`config.mk`:
```
export PLATFORM = sky130hd
export DESIGN_NAME = rx78_pixel_fetch
export DESIGN_NICKNAME = d
export VERILOG_FILES = /design/src/rtl/rx78_pixel_fetch.sv
export SDC_FILE = /design/constraint.sdc
export NUM_CORES = 1
export LEC_CHECK = 0
export BUFFER_PORTS_ARGS = -buffer_cell sky130_fd_sc_hd__buf_2
export CAP_MARGIN = 10
export CORE_MARGIN = 4
export CORE_UTILIZATION = 40
export CTS_BUF_LIST = sky130_fd_sc_hd__clkbuf_4
export DETAILED_ROUTE_END_ITERATION = 8
export GPL_TIMING_DRIVEN = 1
export PLACE_DENSITY = 0.68
export SYNTH_ARGS = -nofsm -noshare
export SYNTH_HDL_FRONTEND = slang
export SYNTH_SLANG_ARGS = --single-unit
```
`constraint.sdc`:
```
create_clock -name clk -period 3.55 [get_ports clk]
set_clock_uncertainty 0.2 [all_clocks]
set_input_delay 0.1775 -clock clk [delete_from_list [all_inputs] [get_ports clk]]
set_output_delay 0.1775 -clock clk [all_outputs]
set_load 0.005 [all_outputs]
```
`src/rtl/rx78_pixel_fetch.sv`:
```
// rx78_pixel_fetch
//   Video-side reader of the six RX-78 VRAM planes (fg1-3, bg1-3). Derives the
//   shared VRAM read address from the beam position, prefetches one byte per
//   plane every 8 pixels, serialises the bytes LSB-first and composes each
//   pixel from the plane masks and the border colour.
//
// Ports
//   clk, reset_n              system clock, asynchronous active-low reset
//   ce_pix                    pixel clock enable; nothing advances while 0
//   h, v                      beam counters (9 bit)
//   hb, vb                    horizontal / vertical blank
//   vdp_addr                  VRAM read address, common to all planes
//   fg1..fg3, bg1..bg3        plane bytes, valid one clk after vdp_addr
//   cmask                     [2:0] fg plane enables, [5:3] bg plane enables
//   bgc                       border / background colour, [2:0] = B,G,R
//   red, green, blue, de      composed pixel and display enable
//
// Fetch FSM
//   state   | meaning
//   S_IDLE  | no fetch in progress, waits for prefetch point of an active line
//   S_ADDR  | vdp_addr holds row_base+col, VRAM read in flight
//   S_LATCH | plane bytes captured into hold registers, col advanced
//   S_WAIT  | idle until the next group's prefetch point (6 ce)
module rx78_pixel_fetch #(
    parameter int H_START  = 28,
    parameter int V_START  = 20,
    parameter int H_ACTIVE = 192,
    parameter int V_ACTIVE = 184,
    parameter int LINE_B   = 24
) (
    input  logic        clk,
    input  logic        reset_n,
    input  logic        ce_pix,
    input  logic [8:0]  h,
    input  logic [8:0]  v,
    input  logic        hb,
    input  logic        vb,
    output logic [12:0] vdp_addr,
    input  logic [7:0]  fg1,
    input  logic [7:0]  fg2,
    input  logic [7:0]  fg3,
    input  logic [7:0]  bg1,
    input  logic [7:0]  bg2,
    input  logic [7:0]  bg3,
    input  logic [7:0]  cmask,
    input  logic [7:0]  bgc,
    output logic [7:0]  red,
    output logic [7:0]  green,
    output logic [7:0]  blue,
    output logic        de
);

    localparam logic [8:0]  H_LO     = 9'(H_START);
    localparam logic [8:0]  H_END    = 9'(H_START + H_ACTIVE);
    localparam logic [8:0]  H_FETCH  = 9'(H_START - 2);
    localparam logic [8:0]  V_LO     = 9'(V_START);
    localparam logic [8:0]  V_END    = 9'(V_START + V_ACTIVE);
    localparam logic [12:0] ROW_STEP = 13'(LINE_B);
    localparam logic [4:0]  COL_END  = 5'(LINE_B);

    typedef enum logic [1:0] {
        S_IDLE  = 2'd0,
        S_ADDR  = 2'd1,
        S_LATCH = 2'd2,
        S_WAIT  = 2'd3
    } state_t;

    state_t           state_q, state_d;
    logic [4:0]       col_q, col_d;
    logic [12:0]      vdp_addr_q, vdp_addr_d;
    logic [12:0]      row_base_q, row_base_d;
    logic [5:0][7:0]  hold_q, hold_d;
    logic [5:0][7:0]  shift_q, shift_d;
    logic             line_act_q, line_act_d;
    logic [7:0]       red_q, red_d;
    logic [7:0]       green_q, green_d;
    logic [7:0]       blue_q, blue_d;
    logic             de_q, de_d;

    logic [5:0][7:0]  plane_in;
    logic             x_in, y_in, win_exit;
    logic [2:0]       x_phase;
    logic [2:0]       pix_f, pix_b;
    logic             unused_bits;

    assign plane_in    = {bg3, bg2, bg1, fg3, fg2, fg1};
    assign x_in        = (h >= H_LO) && (h < H_END);
    assign y_in        = (v >= V_LO) && (v < V_END);
    assign win_exit    = !y_in || (h >= H_END);
    // Position of h inside its 8-pixel group: 0 = load point, 6 = prefetch point.
    assign x_phase     = h[2:0] - H_LO[2:0];
    assign unused_bits = ^{cmask[7:6], bgc[7:3]};

    function automatic logic [23:0] rgb_of(input logic [2:0] c, input logic [7:0] lvl);
        return {c[0] ? lvl : 8'h00, c[1] ? lvl : 8'h00, c[2] ? lvl : 8'h00};
    endfunction

    always_comb begin
        state_d    = state_q;
        col_d      = col_q;
        vdp_addr_d = vdp_addr_q;
        hold_d     = hold_q;
        line_act_d = line_act_q;

        case (state_q)
            S_IDLE: begin
                if (h == H_FETCH && y_in) begin
                    state_d    = S_ADDR;
                    col_d      = 5'd0;
                    vdp_addr_d = row_base_q;
                    line_act_d = 1'b1;
                end
            end
            S_ADDR: begin
                state_d = S_LATCH;
            end
            S_LATCH: begin
                hold_d  = plane_in;
                col_d   = col_q + 5'd1;
                state_d = S_WAIT;
            end
            S_WAIT: begin
                if (x_phase == 3'd6) begin
                    if (col_q < COL_END) begin
                        state_d    = S_ADDR;
                        vdp_addr_d = row_base_q + 13'(col_q);
                    end else begin
                        state_d = S_IDLE;
                    end
                end
            end
            default: state_d = S_IDLE;
        endcase

        if (win_exit) begin
            state_d    = S_IDLE;
            line_act_d = 1'b0;
        end
    end

    always_comb begin
        row_base_d = row_base_q;
        if (vb) begin
            row_base_d = 13'd0;
        end else if (h == H_END && y_in) begin
            row_base_d = row_base_q + ROW_STEP;
        end
    end

    // The load takes hold_d so a byte latched on the load ce is used at once.
    always_comb begin
        shift_d = shift_q;
        if (win_exit) begin
            shift_d = '0;
        end else if (x_in && x_phase == 3'd0) begin
            shift_d = hold_d;
        end else begin
            for (int p = 0; p < 6; p++) begin
                shift_d[p] = {1'b0, shift_q[p][7:1]};
            end
        end
    end

    // The pixel registered on this ce is bit 0 of the shifter's next value.
    always_comb begin
        pix_f = {shift_d[2][0], shift_d[1][0], shift_d[0][0]} & cmask[2:0];
        pix_b = {shift_d[5][0], shift_d[4][0], shift_d[3][0]} & cmask[5:3];
        {red_d, green_d, blue_d} = 24'h0;
        de_d = 1'b0;
        if (!(hb || vb)) begin
            if (x_in && y_in && line_act_q) begin
                de_d = 1'b1;
                if (pix_f != 3'b000) begin
                    {red_d, green_d, blue_d} = rgb_of(pix_f, 8'hFF);
                end else if (pix_b != 3'b000) begin
                    {red_d, green_d, blue_d} = rgb_of(pix_b, 8'h80);
                end else begin
                    {red_d, green_d, blue_d} = rgb_of(bgc[2:0], 8'h80);
                end
            end else begin
                {red_d, green_d, blue_d} = rgb_of(bgc[2:0], 8'h80);
            end
        end
    end

    always_ff @(posedge clk or negedge reset_n) begin
        if (!reset_n) begin
            state_q    <= S_IDLE;
            col_q      <= 5'd0;
            vdp_addr_q <= 13'd0;
            row_base_q <= 13'd0;
            hold_q     <= '0;
            shift_q    <= '0;
            line_act_q <= 1'b0;
            red_q      <= 8'h00;
            green_q    <= 8'h00;
            blue_q     <= 8'h00;
            de_q       <= 1'b0;
        end else if (ce_pix) begin
            state_q    <= state_d;
            col_q      <= col_d;
            vdp_addr_q <= vdp_addr_d;
            row_base_q <= row_base_d;
            hold_q     <= hold_d;
            shift_q    <= shift_d;
            line_act_q <= line_act_d;
            red_q      <= red_d;
            green_q    <= green_d;
            blue_q     <= blue_d;
            de_q       <= de_d;
        end
    end

    assign vdp_addr = vdp_addr_q;
    assign red      = red_q;
    assign green    = green_q;
    assign blue     = blue_q;
    assign de       = de_q;

endmodule

```
==> results of run 1 <==
==> layout by cell type, fill, tap and decap left out, drive strengths merged, types with 3 or more instances in the layout <==
cell type,count
nor2,52
xnor2,13
nor4,6
o2bb2ai,46
clkbuf,18
xor2,4
ha,7
nand2,78
or4,4
mux2i,48
bufinv,7
dlygate4sd3,63
a21oi,36
o31ai,6
o21ai,65
a32o,3
a31oi,4
mux2,22
nor3,4
inv,14
o221ai,3
nor2b,4
clkinv,5
nand3,8
and2,4
buf,126
nand4,4
or3,3
dfrtp,128
==> per-stage QoR <==
stage          util (%)  setup slack [ns]  std cells
3_3_place_gp      45.01            0.8215        934
6_report          51.44            0.1686       1029
3_5_place_dp      45.01            0.7712        934
2_1_floorplan         -             1.128        647
4_1_cts           51.44            0.1968       1029
5_1_grt           51.44          0.007077       1029
==> routing by layer <==
metal	part of all wire [%]	wire [microns]	vias up
li1	-	-	2631
met1	47	7356	2458
met2	46	7236	118
met3	4.7	731	23
met4	1.8	276	0
met5	0	0	-
==> critical path: stages (launching register included) <==
cell           delay (ns)
dfrtp_1              0.41
inv_1                0.16
ha_4                 0.36
mux2i_1              0.29
nand2_1              0.08
o221ai_1             0.30
mux2i_1              0.13
dlygate4sd3_1        0.57
o21ai_0              0.14
dlygate4sd3_1        0.57
o2bb2ai_1            0.07
==> synthesized netlist by cell type (all sizes together), types with 3 or more instances <==
library cell	instances
a32o	3
nand3	8
mux2i	48
ha	7
a21oi	36
nor4	6
nor3	4
clkbuf	20
nor2b	4
nor2	52
inv	12
o221ai	3
o21ai	65
or3	3
mux2	22
xnor2	13
buf	35
nand4	4
or4	4
o31ai	6
dfrtp	128
a31oi	4
xor2	4
o2bb2ai	46
nand2	78
and2	4
==> logic make-up after synthesis <==
kind of cell,Yosys count
adders and majority gates,7
DFF,128
muxes,70
AOI/OAI and AO/OA,182
xor gates and xnor gates,17
buffers and inverters,67
and+or+nand+nor,176
==> layout make-up <==
cell class,count,area [sq um],area share (%)
clock buffer,18,135.1,1.648
clock inverter,14,259.0,3.158
inverter,12,45.04,0.5493
multi-input combinational,452,2997,36.54
sequential,128,3203,39.06
tap,216,270.3,3.296
timing repair buffer,189,1291,15.75
==> how the worst max path moves through the flow <==
stage	start	slack (ns)	endpoint	cells past startpoint
6_report	state_q[0]	0.17	green[7]	10
3_3_place_gp	state_q[0]	0.82	hold_q[32]	5
3_5_place_dp	state_q[0]	0.77	hold_q[44]	5
4_1_cts	state_q[0]	0.20	green[7]	10
2_1_floorplan	state_q[0]	1.13	shift_q[10]	9
5_1_grt	state_q[0]	0.007	green[7]	10
==> report_power, final <==
group	total, mW	switching (mW)	leakage [nW]	internal, mW
Sequential	1.59	0.0558	1.65	1.53
Combinational	0.381	0.205	1.61	0.177
Clock	1.35	0.572	0.208	0.781
Total	3.32	0.832	3.47	2.49
==> sequential cells by signal, indices dropped and copies added (netlist names) <==
signal and cells:
hold_q 48, shift_q 42, state_q 2, red 2, row_base_q 10, line_act_q 1, green 2, col_q 5
vdp_addr 13, de 1, blue 2
==> timing repair <==
action	4_1_cts	5_1_grt
endpoints found under the hold margin	190	0
hold buffers	63	0
resized for setup	0	0
setup buffers	0	0
==> results by group, run 1 <==
Synth
  – Multiplexer share of the synthesized area: about 11%
  – Adder-Cell Fraction of Synth Area: roughly 1.3%
  – Post-Syn Area: roughly 6500 sq um
  – Sequential share of the synthesized area: between 40 and 50%
  – Compound-gate portion of the synthesized area: a little under a fifth
  – Simple-Gate Fraction of Synth Area: between 10% and 20%
  – Main synth FF type: dfrtp_1
  – Largest family of logic cells by synthesized area: compound AO/OA/AOI/OAI gates
  – Post-synth EDFFs: 0
  – Area leader, netlist: dfrtp_1
  – Yosys top cell area share: 49.16%
  – Syn Nets: 741
  – Async SR Flop Fraction: between 90% and 100%
  – Synth Area in XOR/XNOR: under 10%
  – Yosys reg bits: around 130
  – Library cells used by synthesis: 61
  – Syn. warnings: 0
  – Syn Area/Cell: between 10 and 15 sq um
  – Synth Instances: 647
  – Ranking of synthesized cells by area: dfrtp_1 (49%), mux2i_1 (7.4%), o2bb2ai_1 (6.2%), o21ai_0 (4.9%), nand2_1 (4.4%)

Final layout
  – Nets: just under 900
  – Design area: just over 8000 sq um
  – Layout overhead on the synthesized area: 25.87%
  – Diodes inserted: 0
  – Share of cells above drive strength 1: a little under a quarter
  – Fillers: about 1500

Worst setup path
  – Critical path type: flip-flop to flip-flop
  – Critical Path Source Type: flip-flop
  – Crit-path max FO: 17
  – Critical R2R Capture: green[7]
  – R2R depth: 10
  – R2r startpoint: state_q[0]
  – FF-to-FF setup slack: between 0.15 and 0.2 ns
  – Worst path required time: around 3.8 ns
  – Worst Setup End Kind: flip-flop
  – CP arrival: ~3.6 ns

Job
  – Max Cap Violations: 0

Floorplanning
  – Die width: 135.6 microns
  – Number of I/O pins: between 100 and 150
  – Row count: 46
  – Initial Utilization: 40.86%
  – Die Ht: between 100 and 150 microns
  – Die footprint: roughly 18000 sq um
  – Core area: 15940 sq um

Routing
  – Initial DRC count: 247
  – Final ANT Viol Nets: 0
  – 1st-pass router iterations: 4
  – Routed wire per std cell: ~15 microns
  – Final WL: approximately 16000 microns
  – Via count: ~5200
  – Residual DRC count: 0
  – DR vias/cell: 5.083

Global route
  – Gr ovfl total: 0
  – Initial antenna violation count: 0
  – Met1 GRT Util: between 20 and 25%
  – Met3 usage: under 10%
  – First-pass GRT wire length: ~26000 microns
  – Largest net degree at the start of global routing: approximately 80
  – Global Route Usage Sum: 17.72%
  – Busiest metal layer after global routing: met2
  – Met2 usage: between 20% and 30%
  – Number of global-route vias before repair: between 5000 and 6000

Run status
  – Status: finished clean

Min path
  – Hold WC Path Type: primary input to flip-flop
  – Hold EP: col_q[0]
  – Worst hold stages: 6
  – Hold Crit Start: h[3]

Power
  – Pwr Density: 405.1 nW/um^2
  – LEAKAGE: roughly 3.5 nW
  – Worst VDD drop: 0.4409 mV
  – Final Power: around 3.3 mW

Timing
  – Setup violations, final: 0
  – Final Cycle Share: ~95%
  – Highest Clock Rate: 0.2957 GHz
  – Setup TNS: 0 ns
  – Final hold slack: around 0.048 ns
  – Period minus WS final: 3.381 ns
  – Hold Violations, Final: 0
  – Slew Limit Headroom: about a third
  – Worst slew pin tran: between 1 and 1.5 ns
  – RSZ-0062 raised after global routing: no
  – Slew Viols, Final: 0

CTS
  – CTS tree: yes
  – Root Buffer Master: clkbuf_4
  – Cts bufs inserted: 17
  – Worst-Skew Late Latency: roughly 0.55 ns
  – Clk slew on worst S/H paths: around 0.12 ns
  – Clk sinks: 128
  – H-tree lvl count: 4
  – Max Buffers Root-to-Sink: 2

Placed design
  – DP Area: between 7000 and 8000 sq um
  – Detailed placement HPWL: about 10000 microns
  – # port buffers: about 120
  – Global placement routability congestion: 0.8989
Power figures use the tool's default switching activity.
==> run 2: changes to the inputs <==
--- a/config.mk
+++ b/config.mk
@@ -13,6 +13,7 @@
 export DETAILED_ROUTE_END_ITERATION = 8
 export GPL_TIMING_DRIVEN = 1
 export PLACE_DENSITY = 0.68
+export REMOVE_ABC_BUFFERS = 1
 export SYNTH_ARGS = -nofsm -noshare
 export SYNTH_HDL_FRONTEND = slang
 export SYNTH_SLANG_ARGS = --single-unit
==> results by group, run 2 (synthesized netlist as in run 1, its figures left out) <==
Run status
  – Status: finished clean

Floorplanning
  – Row count: between 40 and 50
  – Die width: around 140 microns
  – Die footprint: 18390 sq um
  – Die Ht: around 140 microns
  – Number of I/O pins: 125
  – Core area: around 16000 sq um
  – Initial Utilization: about 41%

Routing
  – Initial DRC count: around 400
  – Routed wire per std cell: between 15 and 20 microns
  – Final ANT Viol Nets: 0
  – DR vias/cell: 5.176
  – Residual DRC count: 0
  – Via count: roughly 5300
  – 1st-pass router iterations: 5
  – Final WL: 15830 microns

Final layout
  – Max FFs per register: 48
  – Register with the most flip-flops: hold_q
  – Layout overhead on the synthesized area: 24.39%
  – Share of cells above drive strength 1: between 20% and 30%
  – Most common library cell in the layout ignoring fill and taps: dfrtp_1
  – Most frequent cells in the layout: dfrtp_1 (128), buf_2 (114), nand2_1 (77), o21ai_0 (64), dlygate4sd3_1 (64)
  – Fillers: between 1000 and 1500
  – Non-Filler Instances: around 1000
  – Nets: 895

CTS
  – Post-CTS sizing: 0
  – Setup Buffers After CTS: 0
  – Clk sinks: 128
  – H-tree lvl count: 4
  – Max Buffers Root-to-Sink: 2
  – CTS Hold Bufs: between 60 and 70
  – CTS tree: yes
  – Worst-Skew Late Latency: between 0.5 and 0.6 ns
  – Cts bufs inserted: 17
  – Clk slew on worst S/H paths: 0.10 ns
  – Root Buffer Master: clkbuf_4

Global route
  – First-pass GRT wire length: ~26000 microns
  – Gr ovfl total: 0
  – Largest net degree at the start of global routing: 72
  – Global Route Usage Sum: 18.03%
  – Number of global-route vias before repair: between 5000 and 6000
  – Initial antenna violation count: 1

Min path
  – Hold WC Path Type: primary input to flip-flop

Worst setup path
  – CP arrival: 3.66 ns
  – Critical Path Source Type: primary input
  – Crit-path max FO: 21
  – Worst Setup End Kind: flip-flop
  – Worst path required time: 3.84 ns
  – Critical path type: primary input to flip-flop

Placed design
  – # port buffers: 115
  – Detailed placement HPWL: between 10000 and 15000 microns
  – Cells after DPL: ~930
  – Global placement routability congestion: 0.8448

Power
  – Switching share of power: between 20% and 30%
  – Flop pwr share: between 50% and 60%
  – LEAKAGE: roughly 3.4 nW
  – Internal power: 2.120 mW
  – Pwr Density: about 360 nW/um^2
  – Worst VDD drop: 0.2154 mV
  – Sw Pwr: between 700 and 800 uW
  – Clock share of power: 31.9%
  – Comb power frac: 13.3%

Timing
  – Slew Limit Headroom: between 30 and 40%
  – Slew Viols, Final: 0
  – Worst slew pin tran: approximately 1 ns
  – Period minus WS final: 3.377 ns
  – Hold Violations, Final: 0
  – Highest Clock Rate: approximately 0.3 GHz
  – RSZ-0062 raised after global routing: no
  – Final Cycle Share: between 90% and 100%
  – Setup TNS: 0 ns
  – Setup violations, final: 0

Job
  – Max Cap Violations: 0
## run 2: worst max-delay path, stage by stage
cell and delay (ns):
dlygate4sd3_1 0.55, buf_2 0.15, a31oi_1 0.26, a2bb2oi_1 0.41
and2_2 0.50, o2111a_1 0.26, dlygate4sd3_1 0.56, o21ai_0 0.09
o2bb2ai_1 0.15, dlygate4sd3_1 0.55
## run 2: path summary, 6_finish.rpt
check | startpoint | end | slack, ns | cells past startpoint
min | cmask[4] | blue[7] | 0.07 | 5
max reg2reg | state_q[0] | green[7] | 0.20 | 10
max | h[4] | green[7] | 0.17 | 10
max in group asynchronous | reset_n | hold_q[4] | 2.26 | 4
min in group asynchronous | reset_n | vdp_addr[6] | 0.48 | 4
min reg2reg | vdp_addr[0] | vdp_addr[0] | 0.28 | 2
## run 2: metal layers
metal  wire [microns]  up-vias  track usage, %
met5                0        -               0
met4              419        0           7.783
met3              825       32           4.123
met2             7189      150           27.63
met1             7392     2529           24.58
li1                 -     2631               -
## run 2: stage by stage
step                area (sq um)  power [mW]  hold WS [ns]  utilization [%]  setup slack [ns]
global route                8104       3.064       0.06585            50.83           0.08332
global placement            7193       1.932       0.02080            45.12            0.7774
floorplan                   6231       1.777       -0.3181                -           -0.4438
detailed placement          7193       1.943       0.01634            45.12            0.7248
finish                      8104       2.897       0.07051            50.83            0.1726
CTS                         8097       2.930       0.02751            50.78            0.2412
## run 2: layout make-up
type / instances / area, sq um / share of cell area (%)
diodes: 3 / 7.507 / 0.09264
clock buffers: 19 / 142.6 / 1.760
clock inverters: 12 / 100.1 / 1.235
inverters: 12 / 45.04 / 0.5558
multi-input cells: 452 / 2997 / 36.98
flip-flops and latches: 128 / 3203 / 39.52
well taps: 216 / 270.3 / 3.335
repair buffers: 190 / 1339 / 16.52
## run 2: power groups by stage
stage          clock network, mW  logic (mW)  registers [mW]
2_1_floorplan                  0       0.174            1.60
3_3_place_gp                   0       0.319            1.61
3_5_place_dp                   0       0.327            1.62
4_1_cts                    0.955       0.388            1.59
5_1_grt                     1.03       0.436            1.60
6_report                   0.923       0.385            1.59
==> run 3: changes to the inputs <==
--- a/config.mk
+++ b/config.mk
@@ -5,14 +5,15 @@
 export SDC_FILE = /design/constraint.sdc
 export NUM_CORES = 1
 export LEC_CHECK = 0
-export BUFFER_PORTS_ARGS = -buffer_cell sky130_fd_sc_hd__buf_2
+export ABC_AREA = 1
 export CAP_MARGIN = 10
 export CORE_MARGIN = 4
 export CORE_UTILIZATION = 40
 export CTS_BUF_LIST = sky130_fd_sc_hd__clkbuf_4
 export DETAILED_ROUTE_END_ITERATION = 8
+export DONT_BUFFER_PORTS = 1
 export GPL_TIMING_DRIVEN = 1
-export PLACE_DENSITY = 0.68
+export PLACE_DENSITY_LB_ADDON = 0.08
 export REMOVE_ABC_BUFFERS = 1
 export SYNTH_ARGS = -nofsm -noshare
 export SYNTH_HDL_FRONTEND = slang
==> results by group, run 3 <==
Min path
  – Hold WC Path Type: primary input to flip-flop
  – Hold Crit Start: h[6]

Routing
  – DR vias/cell: 5.054
  – 1st-pass router iterations: 5
  – Final WL: approximately 16000 microns
  – Final ANT Viol Nets: 0
  – Residual DRC count: 0
  – Initial DRC count: between 300 and 400
  – Routed wire per std cell: approximately 15 microns
  – Via count: 5458

Timing
  – Setup TNS: 0 ns
  – RSZ-0062 raised after global routing: yes
  – Worst setup margin: about 0.10 ns
  – Slew Limit Headroom: 37.70%
  – Period minus WS final: ~3.5 ns
  – Highest Clock Rate: between 0.2 and 0.3 GHz
  – Final Cycle Share: 97.20%
  – Final hold slack: roughly 0.066 ns
  – Worst slew pin tran: between 0.9 and 1 ns
  – Hold Violations, Final: 0
  – Slew Viols, Final: 0
  – Setup violations, final: 0

CTS
  – H-tree lvl count: 4
  – Clk sinks: roughly 130
  – Root Buffer Master: clkbuf_4
  – Clk slew on worst S/H paths: approximately 0.11 ns
  – CTS tree: yes
  – Worst-Skew Late Latency: 0.51 ns
  – Max Buffers Root-to-Sink: 2
  – Cts bufs inserted: 17

Synth
  – Top post-synthesis cells by count: nand2_1 (229), o21ai_0 (152), dfrtp_1 (128)
  – Sequential share of the synthesized area: around 50%
  – Synth Instances: 792
  – Area leader, netlist: dfrtp_1
  – Largest family of logic cells by synthesized area: simple AND/OR/NAND/NOR gates
  – Count leader, synth: nand2_1
  – Syn Area/Cell: slightly above 8 sq um
  – Yosys reg bits: approximately 130
  – Multiplexer share of the synthesized area: around 5.7%
  – Yosys top cell area share: about half
  – Adder-Cell Fraction of Synth Area: roughly 1.3%
  – Synth Area in XOR/XNOR: under 10%
  – Library cells used by synthesis: 33
  – Main synth FF type: dfrtp_1
  – Post-Syn Area: approximately 6500 sq um
  – Ranking of synthesized cells by area: dfrtp_1 (49%), nand2_1 (13%), o21ai_0 (12%), mux2i_1 (5.7%), inv_1 (3.0%)
  – Compound-gate portion of the synthesized area: 15.36%
  – Async SR Flop Fraction: 100.0%
  – Simple-Gate Fraction of Synth Area: 19.30%
  – Post-synth EDFFs: 0
  – Syn. warnings: 0

Global route
  – Global Route Usage Sum: between 10% and 20%
  – Gr ovfl total: 0
  – Initial antenna violation count: 1
  – First-pass GRT wire length: 26800 microns
  – Number of global-route vias before repair: roughly 5500
  – Largest net degree at the start of global routing: 129

Floorplanning
  – Die Ht: roughly 140 microns
  – Number of I/O pins: approximately 130
  – Core area: ~16000 sq um
  – Die footprint: 18470 sq um
  – Row count: 46
  – Die width: 135.9 microns
  – Initial Utilization: 41.04%

Worst setup path
  – Crit-path max FO: 16
  – CP arrival: between 3 and 4 ns
  – Setup crit start: state_q[0]
  – Critical path type: flip-flop to flip-flop
  – Worst path required time: around 3.7 ns
  – Worst Setup End Kind: flip-flop
  – R2r startpoint: state_q[0]
  – Critical Path Source Type: flip-flop

Placed design
  – Placement Setup Slack: ~0.92 ns
  – Detailed placement HPWL: around 10000 microns
  – # port buffers: 0
  – Global placement routability congestion: between 0.8 and 0.9

Final layout
  – Layout overhead on the synthesized area: 18.93%
  – Most common library cell in the layout ignoring fill and taps: nand2_1
  – Fillers: ~1600
  – Register with the most flip-flops: hold_q
  – Share of cells above drive strength 1: 6.837%
  – Max FFs per register: 48
  – Most frequent cells in the layout: nand2_1 (229), o21ai_0 (152), dfrtp_1 (128), dlygate4sd3_1 (86), inv_1 (53)
  – Nets: 944

Power
  – Pwr Density: between 300 and 400 nW/um^2
  – Worst VDD drop: around 0.28 mV
  – LEAKAGE: 3.355 nW

Job
  – Max Cap Violations: 0

Run status
  – Status: finished clean
run 3: cell types whose count changed in the layout (fill, tap and decap cells not counted), moves of 25 or more:
cell       delta
buf_2       -114
inv_1        +42
nand2_1     +152
nor2_1       -25
o21ai_0      +88
o2bb2ai_1    -46
run 3: timing repair:
item | CTS | global route
setup endpoints to repair | 0 | 3
resized for setup | 0 | 2
endpoints found under the hold margin | 243 | 0
hold buffers | 89 | 0
setup buffers | 0 | 0
run 3: kinds of logic after synthesis:
family	count (synthesis)
AOI/OAI and AO/OA	193
adders and majority gates	7
buffers and inverters	112
DFF	128
muxes	37
xor gates and xnor gates	11
and+or+nand+nor	304
run 3: final cells by class:
class,count,area (sq um),share of cell area (%)
repair buffers,93,942.2,12.11
flip-flops and latches,128,3203,41.16
diodes,1,2.502,0.03216
multi-input cells,552,2824,36.29
clock buffers,17,127.6,1.640
well taps,216,270.3,3.473
clock inverters,15,192.7,2.476
inverters,58,219.0,2.814
run 3: critical path, stage by stage (launching register included):
cell and delay [ns]:
dfrtp_1 0.42, inv_1 0.13, ha_2 0.44, inv_1 0.39, nand2_1 0.17, nand2_1 0.09, nand4_1 0.10, nand2_1 0.10
nand2_1 0.10, dlygate4sd3_1 0.55, o21ai_0 0.09, dlygate4sd3_1 0.57
run 3: final timing paths:
kind | cells after the start | to | slack, ns
min | 4 | de | 0.07
max in group asynchronous | 2 | hold_q[5] | 2.55
max | 11 | green[6] | 0.1
min in group asynchronous | 2 | row_base_q[12] | 0.08
min reg2reg | 2 | shift_q[6] | 0.29
max reg2reg | 11 | green[6] | 0.1
run 3: where the power goes:
part / leakage (nW) / internal [mW] / switching (mW)
sequential: 1.72 / 1.50 / 0.0265
clock: 0.167 / 0.555 / 0.562
combinational: 1.47 / 0.118 / 0.178
total: 3.36 / 2.17 / 0.767
run 3: per-layer routing:
layer | GRT usage, % | vias up | routed length, microns
li1 | - | 2724 | -
met3 | 5.588 | 15 | 1126
met2 | 29.23 | 167 | 7177
met4 | 4.983 | 0 | 174
met1 | 23.36 | 2552 | 7338
met5 | 0 | - | 0
run 3: metrics by stage:
stage               std cells  cell area [sq um]  util [%]  total power, mW
floorplan                 738               6242         -            1.692
global placement          959               6554     41.11            1.736
detailed placement        959               6554     41.11            1.741
CTS                      1080               7782     48.81            2.992
global route             1080               7781     48.81            3.110
finish                   1080               7781     48.81            2.941
